`config.mk`:
```
export PLATFORM = sky130hd
export DESIGN_NAME = ucode_sequencer_flat
export DESIGN_NICKNAME = d
export VERILOG_FILES = /design/src/rtl/ucode_seq_if.sv /design/src/rtl/ucode_sequencer.sv /design/src/flat_wrapper.sv
export SDC_FILE = /design/constraint.sdc
export NUM_CORES = 1
export LEC_CHECK = 0
export CORE_UTILIZATION = 25
export CTS_CLUSTER_DIAMETER = 50
export CTS_CLUSTER_SIZE = 16
export DETAILED_ROUTE_END_ITERATION = 12
export PLACE_DENSITY_LB_ADDON = 0.1
export SLEW_MARGIN = 20
export SYNTH_ARGS = -nofsm -noshare
export SYNTH_HDL_FRONTEND = slang
export SYNTH_SLANG_ARGS = --single-unit
```
`constraint.sdc`:
```
create_clock -name clk -period 1.8 [get_ports clk]
set_input_delay 0.18 -clock clk [delete_from_list [all_inputs] [get_ports clk]]
set_output_delay 0.18 -clock clk [all_outputs]
set_load 0.01 [all_outputs]
```
`src/rtl/ucode_seq_if.sv`:
```
// Bus between the IR/microcode ROM and the microcode sequencer.
// With UCODE_SEQ_IRQ_EN defined, the irq/irq_ack/irq_active signals are added.
interface ucode_seq_if #(
  parameter int unsigned OPCODE_W = 8,
  parameter int unsigned TSTATE_W = 3,
  parameter int unsigned UINSTR_W = 16
);
  logic [OPCODE_W-1:0]          opcode;
  logic [UINSTR_W-1:0]          uinstr_in;
  logic                         wait_req;
  logic [OPCODE_W+TSTATE_W-1:0] uaddr;
  logic [UINSTR_W-1:0]          uinstr_out;
  logic [TSTATE_W-1:0]          T;
  logic                         instr_start;
  logic                         retired;
  logic                         overrun;
`ifdef UCODE_SEQ_IRQ_EN
  logic                         irq;
  logic                         irq_ack;
  logic                         irq_active;
`endif

  modport master (
    input  opcode, uinstr_in, wait_req,
`ifdef UCODE_SEQ_IRQ_EN
    input  irq,
    output irq_ack, irq_active,
`endif
    output uaddr, uinstr_out, T, instr_start, retired, overrun
  );

  modport slave (
    output opcode, uinstr_in, wait_req,
`ifdef UCODE_SEQ_IRQ_EN
    output irq,
    input  irq_ack, irq_active,
`endif
    input  uaddr, uinstr_out, T, instr_start, retired, overrun
  );
endinterface

```
`src/rtl/ucode_sequencer.sv`:
```
// Microcode sequencer: steps T per instruction, forms ROM address {opcode_eff, T},
// ends on RT or at MAX_T, and freezes on wait_req. Optional IRQ entry: UCODE_SEQ_IRQ_EN.
module ucode_sequencer #(
  parameter int unsigned          OPCODE_W    = 8,
  parameter int unsigned          TSTATE_W    = 3,
  parameter int unsigned          UINSTR_W    = 16,
  parameter int unsigned          MAX_T       = 7,
  parameter int unsigned          RT_BIT      = 7,
  parameter logic [UINSTR_W-1:0]  STROBE_MASK = 16'h0F00
`ifdef UCODE_SEQ_IRQ_EN
  ,
  parameter logic [OPCODE_W-1:0]  IRQ_OPCODE  = 8'hFF
`endif
) (
  input  logic     clk,
  input  logic     RST,
  ucode_seq_if.master bus
);

  // Bits cleared while stalled: bus input strobes plus the RT bit.
  localparam logic [UINSTR_W-1:0] STALL_MASK = STROBE_MASK | (UINSTR_W'(1) << RT_BIT);

  logic [TSTATE_W-1:0] t_q;
  logic                retired_q;
  logic                overrun_q;
  logic [OPCODE_W-1:0] opcode_eff;
  logic                rt_hit;
  logic                at_max;
  logic                instr_end;

  assign rt_hit    = bus.uinstr_in[RT_BIT];
  assign at_max    = (t_q == TSTATE_W'(MAX_T));
  assign instr_end = ~bus.wait_req & (rt_hit | at_max);

  always_ff @(posedge clk or posedge RST) begin
    if (RST) begin
      t_q       <= '0;
      retired_q <= 1'b0;
      overrun_q <= 1'b0;
    end else if (bus.wait_req) begin
      retired_q <= 1'b0;
    end else if (rt_hit) begin
      t_q       <= '0;
      retired_q <= 1'b1;
    end else if (at_max) begin
      t_q       <= '0;
      retired_q <= 1'b1;
      overrun_q <= 1'b1;
    end else begin
      t_q       <= t_q + TSTATE_W'(1);
      retired_q <= 1'b0;
    end
  end

`ifdef UCODE_SEQ_IRQ_EN
  logic irq_active_q;
  logic irq_ack_q;

  // IRQ is taken at an instruction boundary; the IRQ routine's own end releases it.
  always_ff @(posedge clk or posedge RST) begin
    if (RST) begin
      irq_active_q <= 1'b0;
      irq_ack_q    <= 1'b0;
    end else begin
      irq_ack_q <= 1'b0;
      if (instr_end) begin
        if (irq_active_q) begin
          irq_active_q <= 1'b0;
        end else if (bus.irq) begin
          irq_active_q <= 1'b1;
          irq_ack_q    <= 1'b1;
        end
      end
    end
  end

  assign opcode_eff     = irq_active_q ? IRQ_OPCODE : bus.opcode;
  assign bus.irq_ack    = irq_ack_q;
  assign bus.irq_active = irq_active_q;
`else
  logic unused_end;
  assign unused_end = instr_end;
  assign opcode_eff = bus.opcode;
`endif

  assign bus.T           = t_q;
  assign bus.retired     = retired_q;
  assign bus.overrun     = overrun_q;
  assign bus.uaddr       = {opcode_eff, t_q};
  assign bus.instr_start = (t_q == '0) & ~RST;

  always_comb begin
    bus.uinstr_out = bus.uinstr_in;
    if (RST)               bus.uinstr_out = '0;
    else if (bus.wait_req) bus.uinstr_out = bus.uinstr_in & ~STALL_MASK;
  end

endmodule

```
`src/flat_wrapper.sv`:
```
// flat-port wrapper written by rule: the top's interface ports become plain ports
module ucode_sequencer_flat 
#(
  parameter int unsigned          OPCODE_W    = 8,
  parameter int unsigned          TSTATE_W    = 3,
  parameter int unsigned          UINSTR_W    = 16,
  parameter int unsigned          MAX_T       = 7,
  parameter int unsigned          RT_BIT      = 7,
  parameter logic [UINSTR_W-1:0]  STROBE_MASK = 16'h0F00

)
  (clk, RST, bus_opcode, bus_uinstr_in, bus_wait_req, bus_uaddr, bus_uinstr_out, bus_T, bus_instr_start, bus_retired, bus_overrun);
  ucode_seq_if #(.OPCODE_W(OPCODE_W), .TSTATE_W(TSTATE_W), .UINSTR_W(UINSTR_W)) bus_i ();
  input  logic clk;
  input  logic RST;
  input wire logic [$bits(bus_i.opcode)-1:0] bus_opcode;
  input wire logic [$bits(bus_i.uinstr_in)-1:0] bus_uinstr_in;
  input wire logic [$bits(bus_i.wait_req)-1:0] bus_wait_req;
  output wire logic [$bits(bus_i.uaddr)-1:0] bus_uaddr;
  output wire logic [$bits(bus_i.uinstr_out)-1:0] bus_uinstr_out;
  output wire logic [$bits(bus_i.T)-1:0] bus_T;
  output wire logic [$bits(bus_i.instr_start)-1:0] bus_instr_start;
  output wire logic [$bits(bus_i.retired)-1:0] bus_retired;
  output wire logic [$bits(bus_i.overrun)-1:0] bus_overrun;
  assign bus_i.opcode = bus_opcode;
  assign bus_i.uinstr_in = bus_uinstr_in;
  assign bus_i.wait_req = bus_wait_req;
  assign bus_uaddr = bus_i.uaddr;
  assign bus_uinstr_out = bus_i.uinstr_out;
  assign bus_T = bus_i.T;
  assign bus_instr_start = bus_i.instr_start;
  assign bus_retired = bus_i.retired;
  assign bus_overrun = bus_i.overrun;
  ucode_sequencer #(.OPCODE_W(OPCODE_W), .TSTATE_W(TSTATE_W), .UINSTR_W(UINSTR_W), .MAX_T(MAX_T), .RT_BIT(RT_BIT), .STROBE_MASK(STROBE_MASK)) u_core (.clk(clk), .RST(RST), .bus(bus_i));
endmodule
```
==> impl_metrics.json, run 1 <==
{
  "status": "completed",
  "place_ws_ns": 0.07023,
  "peakVddDrop_mv": 0.4503,
  "min_path_type": "input pin to asynchronous set/reset pin",
  "clockBufferDepth": 2,
  "die_x_um": 44.51,
  "crit_cells": 4,
  "grt_start_max_net_pins": 11,
  "dp.cells": 108,
  "syn_nets": 81,
  "cts_setup_buffers": 0,
  "ys_seq_elements": 5,
  "final_util_pct": 54.00,
  "boundaryPins": 60,
  "die_y_um": 44.51,
  "p_leak_nw": 0.3873,
  "yosysWarnings": 0,
  "design_area_um2": 860.8,
  "grt_pass1_wl_mm": 1.607,
  "hold_viol_final": 0,
  "fmax_mhz": 589.5,
  "finalWorstSetupSlack_ns": 0.1036,
  "fp-row-count": 14,
  "avgViaCountPerCell": 4.089,
  "clk_pin_slew_ns": 0.05,
  "crit_slowest_cell": "clkdlybuf4s50_1",
  "grt_pass1_vias": 377,
  "diodes": 0,
  "route.detailed.drc": 0,
  "syn2layout_area_growth_pct": 90.58,
  "path_cells": "clkdlybuf4s50_1, buf_4, and2b_1, clkdlybuf4s50_1",
  "post_drt_wl_per_cell_um": 9.929,
  "drv_cap": 0,
  "grt-ovfl-total": 0,
  "fin_crit_sh_pct": 94.25,
  "finalPower_mw": 0.4542,
  "initial_core_util_pct": 28.34,
  "rsz0062_at_grt": "false",
  "cts_hold_buffers": 0,
  "synth_top_area_share_pct": 27.70,
  "h-tree-depth": 1,
  "worstPathRequired_ns": 1.62,
  "vias": 458,
  "synth_top_area_cell": "dfrtp_1",
  "crit_family": "buffers and inverters",
  "worstPathArrival_ns": 1.52,
  "synthCells": 51,
  "dr.pass1.iters": 1,
  "cts-root-buf": "clkbuf_4",
  "postPlaceCellArea_um2": 835.8,
  "worst_pin_slew_ns": 0.1945,
  "endpoint_kind": "output pin",
  "ys_seq_area_share_pct": 27.70,
  "fin_skew_ns": 0.003988,
  "synth_area_leaders": "dfrtp_1, buf_4, nor2b_1",
  "syn_avg_cell_area_um2": 8.857,
  "final_cells": 112,
  "place_congestion": 0.7001,
  "maxSlewViolCount": 0,
  "synthesis.area_um2": 451.7,
  "numCtsBuffers": 3,
  "ys_types": 14,
  "antenna_left": 0,
  "nets": 119,
  "max_stage_delay_ns": 0.53,
  "drt_iter0_drc": 0,
  "worst-r2r-cell-count": 3,
  "cts.sinks": 5,
  "drive_gt1_share_pct": 7.955,
  "cp_max_fo": 10,
  "cpMostUsedCell": "clkdlybuf4s50_1",
  "finalWirelength_mm": 1.112,
  "critPathBufInv": 3,
  "setup_viol": 0,
  "insertion_delay_ns": 0.24,
  "port_buffers": 43,
  "antenna_found_initial": 0,
  "coreArea_mm2": 0.001594,
  "min_period_ns": 1.696,
  "cts_tree": "yes",
  "whs_ns": 0.3372,
  "slew-limit-headroom_pct": 86.92,
  "path_class": "input pin to output pin",
  "grt_usage_pct": 11.21,
  "cellPowerDensity_mw_per_mm2": 527.7,
  "dieArea_mm2": 0.001981,
  "start_kind": "input pin",
  "fin_tns_setup_ns": 0
}
registers in the layout, indices dropped and copies added (netlist names):
register,flops
u_core.bus.T,3
u_core.bus.overrun,1
u_core.bus.retired,1
worst reg2reg max path: stages (launching register included):
cell     delay, ns
dfrtp_1       0.44
ha_1          0.23
ha_1          0.27
a22o_1        0.20
synth_stat cells (all sizes together):
master,number
a21o,2
a22o,2
and2,5
and2b,4
buf,13
dfrtp,5
ha,3
inv,3
nor2,4
nor2b,8
nor3b,1
nor4,1
layer usage:
metal	share of wire [%]	up-vias	GRT usage [%]
met3	14	2	6.531
met2	49	29	21.18
met4	0.45	0	2.424
met5	0	-	0
li1	-	226	-
met1	37	201	10.22
kinds of logic after synthesis:
logic type,after synthesis,share of synthesized area [%]
AO/OA/AOI/OAI,4,7.202
buffers and inverters,16,24.38
flip-flops,5,27.70
AND/OR/NAND/NOR,23,32.41
adder cells (fa/ha/maj),3,8.311
worst paths after layout:
kind	from	endpoint	slack, ns
worst max-delay path	RST	bus_uinstr_out[1]	0.10
worst min-delay path	RST	u_core.bus.T[2]	0.34
worst max register to register	u_core.bus.T[0]	u_core.bus.T[2]	0.56
worst min register to register	u_core.bus.overrun	u_core.bus.overrun	0.47
max in group asynchronous	RST	u_core.bus.retired	1.28
min in group clk	bus_opcode[1]	bus_uaddr[4]	0.36
where the power goes:
group | leakage, nW | internal, mW | switching (mW)
Sequential | 0.0665 | 0.124 | 0.0129
Clock | 0.0150 | 0.0837 | 0.0447
Combinational | 0.306 | 0.126 | 0.0632
cell usage in the layout (no fill, tap or decap), drive strengths merged:
master         count
nor2b              8
clkbuf             4
inv                3
ha                 3
nor3b              1
buf                3
clkdlybuf4s50     42
a21o               2
dlygate4sd2        1
nor2               4
a22o               2
and2b              4
dfrtp              5
nor4               1
and2               5
final cells by class:
cell class	instances	area, um^2
Sequential cell	5	125.1
Tap cell	24	30.03
Timing Repair Buffer	46	451.7
Multi-Input combinational cell	30	216.5
Fill cell	148	733.2
Clock buffer	4	26.28
Inverter	3	11.26
repair_timing:
item,CTS,global route
endpoints found under the setup margin,1,0
resized for setup,1,0
endpoints found under the hold margin,0,0
(Power assumes the default switching activity.)
==> run 2, diff against run 1 <==
--- a/config.mk
+++ b/config.mk
@@ -6,6 +6,7 @@
 export NUM_CORES = 1
 export LEC_CHECK = 0
 export CORE_UTILIZATION = 25
+export CTS_BUF_LIST = sky130_fd_sc_hd__clkbuf_8
 export CTS_CLUSTER_DIAMETER = 50
 export CTS_CLUSTER_SIZE = 16
 export DETAILED_ROUTE_END_ITERATION = 12
==> impl_metrics.json, run 2 (synthesis results as in run 1) <==
{
  "numCtsBuffers": 3,
  "insertion_delay_ns": 0.22,
  "vias": 454,
  "drv_cap": 0,
  "wl_met2_um": 541,
  "route.detailed.drc": 0,
  "rsz0062_at_grt": "false",
  "routed-wl-met3_um": 142,
  "boundaryPins": 60,
  "largest_reg_flops": 3,
  "grt_usage_pct": 11.30,
  "grt_pass1_wl_mm": 1.621,
  "worst_pin_slew_ns": 0.1946,
  "path_class": "input pin to output pin",
  "grt-ovfl-total": 0,
  "die_x_um": 44.51,
  "min_path_type": "input pin to asynchronous set/reset pin",
  "min_period_ns": 1.697,
  "endpoint_kind": "output pin",
  "startpoint": "RST",
  "antenna_left": 0,
  "dr.pass1.iters": 2,
  "maxSlewViolCount": 0,
  "final_cell_mix": "clkdlybuf4s50_1, nor2b_1, and2_1, dfrtp_1",
  "peakVddDrop_mv": 0.6562,
  "nets": 119,
  "cts_tree": "yes",
  "fmax_mhz": 589.3,
  "drt-met1-wl_um": 431,
  "die_y_um": 44.51,
  "avgViaCountPerCell": 4.054,
  "syn2layout_area_growth_pct": 94.74,
  "h-tree-depth": 1,
  "start_kind": "input pin",
  "p_leak_nw": 0.3992,
  "port_buffers": 43,
  "finalWirelength_mm": 1.120,
  "status": "completed",
  "coreArea_mm2": 0.001594,
  "cellPowerDensity_mw_per_mm2": 596.6,
  "num-fill-cells": 148,
  "clockBufferDepth": 2,
  "final_util_pct": 55.18,
  "worstPathArrival_ns": 1.52,
  "final_common_cell": "clkdlybuf4s50_1",
  "diodes": 0,
  "drt_iter0_drc": 2,
  "finalWorstSetupSlack_ns": 0.1032,
  "regArea_um2": 125.1,
  "cts-root-buf": "clkbuf_8",
  "slew-limit-headroom_pct": 86.92,
  "fin_skew_ns": 0.002541,
  "dieArea_mm2": 0.001981,
  "drive_gt1_share_pct": 7.955,
  "grt_start_max_net_pins": 11,
  "grt_pass1_vias": 376,
  "clk_pin_slew_ns": 0.04,
  "setup_viol": 0,
  "initial_core_util_pct": 28.34,
  "fin_tns_setup_ns": 0,
  "fin_crit_sh_pct": 94.27,
  "post_drt_wl_per_cell_um": 10.00,
  "hold_viol_final": 0,
  "r2r_start": "u_core.bus.T[0]",
  "antenna_found_initial": 0,
  "worstPathRequired_ns": 1.62,
  "place_congestion": 0.7001,
  "cts.sinks": 5,
  "place_ws_ns": 0.07023,
  "fp-row-count": 14,
  "route.top_layer_used": "met4",
  "multi_input_comb_area_um2": 216.5,
  "cp_max_fo": 10
}
run 2: cell types whose count changed in the layout (fill, tap and decap cells not counted):
cell / change
clkbuf_8: +3
clkbuf_4: -3
clkbuf_1: -1
inv_1: +1
run 2: final timing paths:
kind	to	slack, ns	depth (start not counted)
worst max-delay path	bus_uinstr_out[1]	0.10	4
worst min-delay path	u_core.bus.T[2]	0.36	3
worst max register to register	u_core.bus.T[2]	0.56	3
worst min register to register	u_core.bus.overrun	0.46	1
max in group asynchronous	u_core.bus.retired	1.26	3
min in group clk	bus_uaddr[5]	0.36	0
run 2: timing repair:
item / CTS / global route
setup buffers: 0 / 0
hold buffers: 0 / 0
endpoints found under the setup margin: 1 / 0
gates resized for setup: 1 / 0
run 2: worst max-delay path, stage by stage:
cell and delay (ns):
clkdlybuf4s50_1 0.44, buf_4 0.18, and2b_1 0.19, clkdlybuf4s50_1 0.53
run 2: where the power goes:
group | internal, mW | total [mW] | switching [mW] | leakage, nW
clock network | 0.146 | 0.199 | 0.0527 | 0.0269
logic | 0.126 | 0.189 | 0.0632 | 0.306
registers | 0.124 | 0.137 | 0.0129 | 0.0665
total | 0.396 | 0.525 | 0.129 | 0.399
run 2: area by class of cell:
class / instances / area share [%]
well taps: 24 / 3.414
repair buffers: 46 / 51.35
clock inverters: 1 / 0.4267
flip-flops and latches: 5 / 14.22
inverters: 3 / 1.280
multi-input cells: 30 / 24.61
clock buffers: 3 / 4.694
run 2: layer usage:
metal,up-vias,track usage (%)
met1,201,10.47
met3,2,6.531
met5,-,0
li1,224,-
met4,0,2.424
met2,27,21.18
run 2: metrics by stage:
step	cell area, um^2	hold slack [ns]	cells	power, mW
floorplan	451.7	0.1198	51	0.2340
global placement	835.8	0.3601	108	0.3290
detailed placement	835.8	0.3601	108	0.3320
CTS	879.6	0.3601	112	0.5360
global route	879.6	0.3600	112	0.5614
finish	879.6	0.3600	112	0.5248
==> run 3, diff against run 2 <==
--- a/config.mk
+++ b/config.mk
@@ -6,11 +6,11 @@
 export NUM_CORES = 1
 export LEC_CHECK = 0
 export CORE_UTILIZATION = 25
-export CTS_BUF_LIST = sky130_fd_sc_hd__clkbuf_8
 export CTS_CLUSTER_DIAMETER = 50
 export CTS_CLUSTER_SIZE = 16
 export DETAILED_ROUTE_END_ITERATION = 12
 export PLACE_DENSITY_LB_ADDON = 0.1
+export SKIP_CTS_REPAIR_TIMING = 1
 export SLEW_MARGIN = 20
 export SYNTH_ARGS = -nofsm -noshare
 export SYNTH_HDL_FRONTEND = slang
==> impl_metrics.json, run 3 (synthesis results as in run 1) <==
{
  "cp_max_fo": 10,
  "maxSlewViolCount": 0,
  "endpoint_kind": "output pin",
  "drv_cap": 0,
  "drt_iter0_drc": 0,
  "drive_gt1_share_pct": 7.955,
  "cts_tree": "yes",
  "min_path_type": "input pin to asynchronous set/reset pin",
  "clockBufferDepth": 2,
  "antenna_left": 0,
  "die_y_um": 44.51,
  "grt_usage_pct": 11.21,
  "place_ws_ns": 0.07023,
  "cellPowerDensity_mw_per_mm2": 527.1,
  "peakVddDrop_mv": 0.4503,
  "post_drt_wl_per_cell_um": 9.946,
  "die_x_um": 44.51,
  "worst-r2r-cell-count": 3,
  "antenna_found_initial": 0,
  "crit_cells": 4,
  "worstPathArrival_ns": 1.52,
  "setup_viol": 0,
  "startpoint": "RST",
  "fin_skew_ns": 0.003988,
  "path_class": "input pin to output pin",
  "insertion_delay_ns": 0.24,
  "fp-row-count": 14,
  "design_area_um2": 864.6,
  "coreArea_mm2": 0.001594,
  "r2r_setup_slack_ns": 0.56,
  "clk_pin_slew_ns": 0.05,
  "crit_family": "buffers and inverters",
  "cpMostUsedCell": "clkdlybuf4s50_1",
  "boundaryPins": 60,
  "hold_viol_final": 0,
  "fmax_mhz": 589.5,
  "final_cell_mix": "clkdlybuf4s50_1, nor2b_1, and2_1, dfrtp_1",
  "max_stage_delay_ns": 0.53,
  "grt-ovfl-total": 0,
  "finalWirelength_mm": 1.114,
  "fin_crit_sh_pct": 94.25,
  "postPlaceCellArea_um2": 835.8,
  "numCtsBuffers": 3,
  "critPathBufInv": 3,
  "r2r-end": "u_core.bus.T[2]",
  "worstPathRequired_ns": 1.62,
  "dieArea_mm2": 0.001981,
  "final_common_cell": "clkdlybuf4s50_1",
  "avgViaCountPerCell": 4.089,
  "min_period_ns": 1.696,
  "cts-root-buf": "clkbuf_4",
  "dr.pass1.iters": 1,
  "grt_pass1_wl_mm": 1.607,
  "cts.sinks": 5,
  "finalWorstSetupSlack_ns": 0.1036,
  "rsz0062_at_grt": "false",
  "grt_pass1_vias": 377,
  "worst_pin_slew_ns": 0.1945,
  "slew-limit-headroom_pct": 86.92,
  "place_congestion": 0.7001,
  "port_buffers": 43,
  "path_cells": "clkdlybuf4s50_1, buf_4, and2b_1, clkdlybuf4s50_1",
  "nets": 119,
  "status": "completed",
  "initial_core_util_pct": 28.34,
  "crit_slowest_cell": "clkdlybuf4s50_1",
  "syn2layout_area_growth_pct": 91.41,
  "route.detailed.drc": 0,
  "crit_end": "bus_uinstr_out[1]",
  "p_leak_nw": 0.3978,
  "h-tree-depth": 1,
  "diodes": 0,
  "start_kind": "input pin",
  "r2r_start": "u_core.bus.T[0]",
  "grt_start_max_net_pins": 11,
  "largest_reg_flops": 3,
  "vias": 458
}
[run 3: changes by cell type in the layout (fill, tap and decap cells not counted)]
cell            previous run  this run
clkbuf_1                   0         1
clkbuf_8                   3         0
inv_1                      4         3
dlygate4sd2_1              1         0
clkbuf_4                   0         3
dlymetal6s2s_1             0         1
[run 3: area by class of cell]
class	instances	area, um^2
inverters	3	11.26
clock buffers	4	26.28
flip-flops and latches	5	125.1
fillers	148	729.5
multi-input cells	30	216.5
repair buffers	46	455.4
well taps	24	30.03
[run 3: worst min-delay path by stage]
stage / start / end / depth (start not counted)
final: RST / u_core.bus.T[2] / 3
after global routing: bus_opcode[2] / bus_uaddr[5] / 0
after CTS: RST / u_core.bus.T[2] / 3
after detailed placement: bus_opcode[7] / bus_uaddr[10] / 0
after global placement: bus_opcode[7] / bus_uaddr[10] / 0
after floorplan: RST / u_core.bus.T[0] / 2
[run 3: metal layers]
layer	track usage (%)	vias to the layer above	part of all wire, %
li1	-	226	-
met1	10.22	201	37
met2	21.18	29	49
met3	6.531	2	14
met4	2.424	0	0.45
met5	0	-	0
[run 3: metrics by stage]
step           power [mW]  hold WS [ns]  util, %  cells  TNS [ns]
3_5_place_dp       0.3320        0.3601    52.43    108         0
6_report           0.4557        0.3372    54.24    112         0
2_1_floorplan      0.2340        0.1198        -     51         0
3_3_place_gp       0.3290        0.3601    52.43    108         0
5_1_grt            0.4907        0.3600    54.24    112         0
4_1_cts            0.4678        0.3404    54.08    112  -0.06562
[run 3: worst min-delay path, stage by stage]
cell and delay (ns):
clkdlybuf4s50_1 0.44, buf_4 0.16, inv_1 0.16
[run 3: power breakdown]
group          total, mW  switching [mW]  internal (mW)
Sequential         0.136          0.0129          0.124
Clock              0.128          0.0447         0.0837
Combinational      0.191          0.0632          0.128
Total              0.456           0.121          0.335
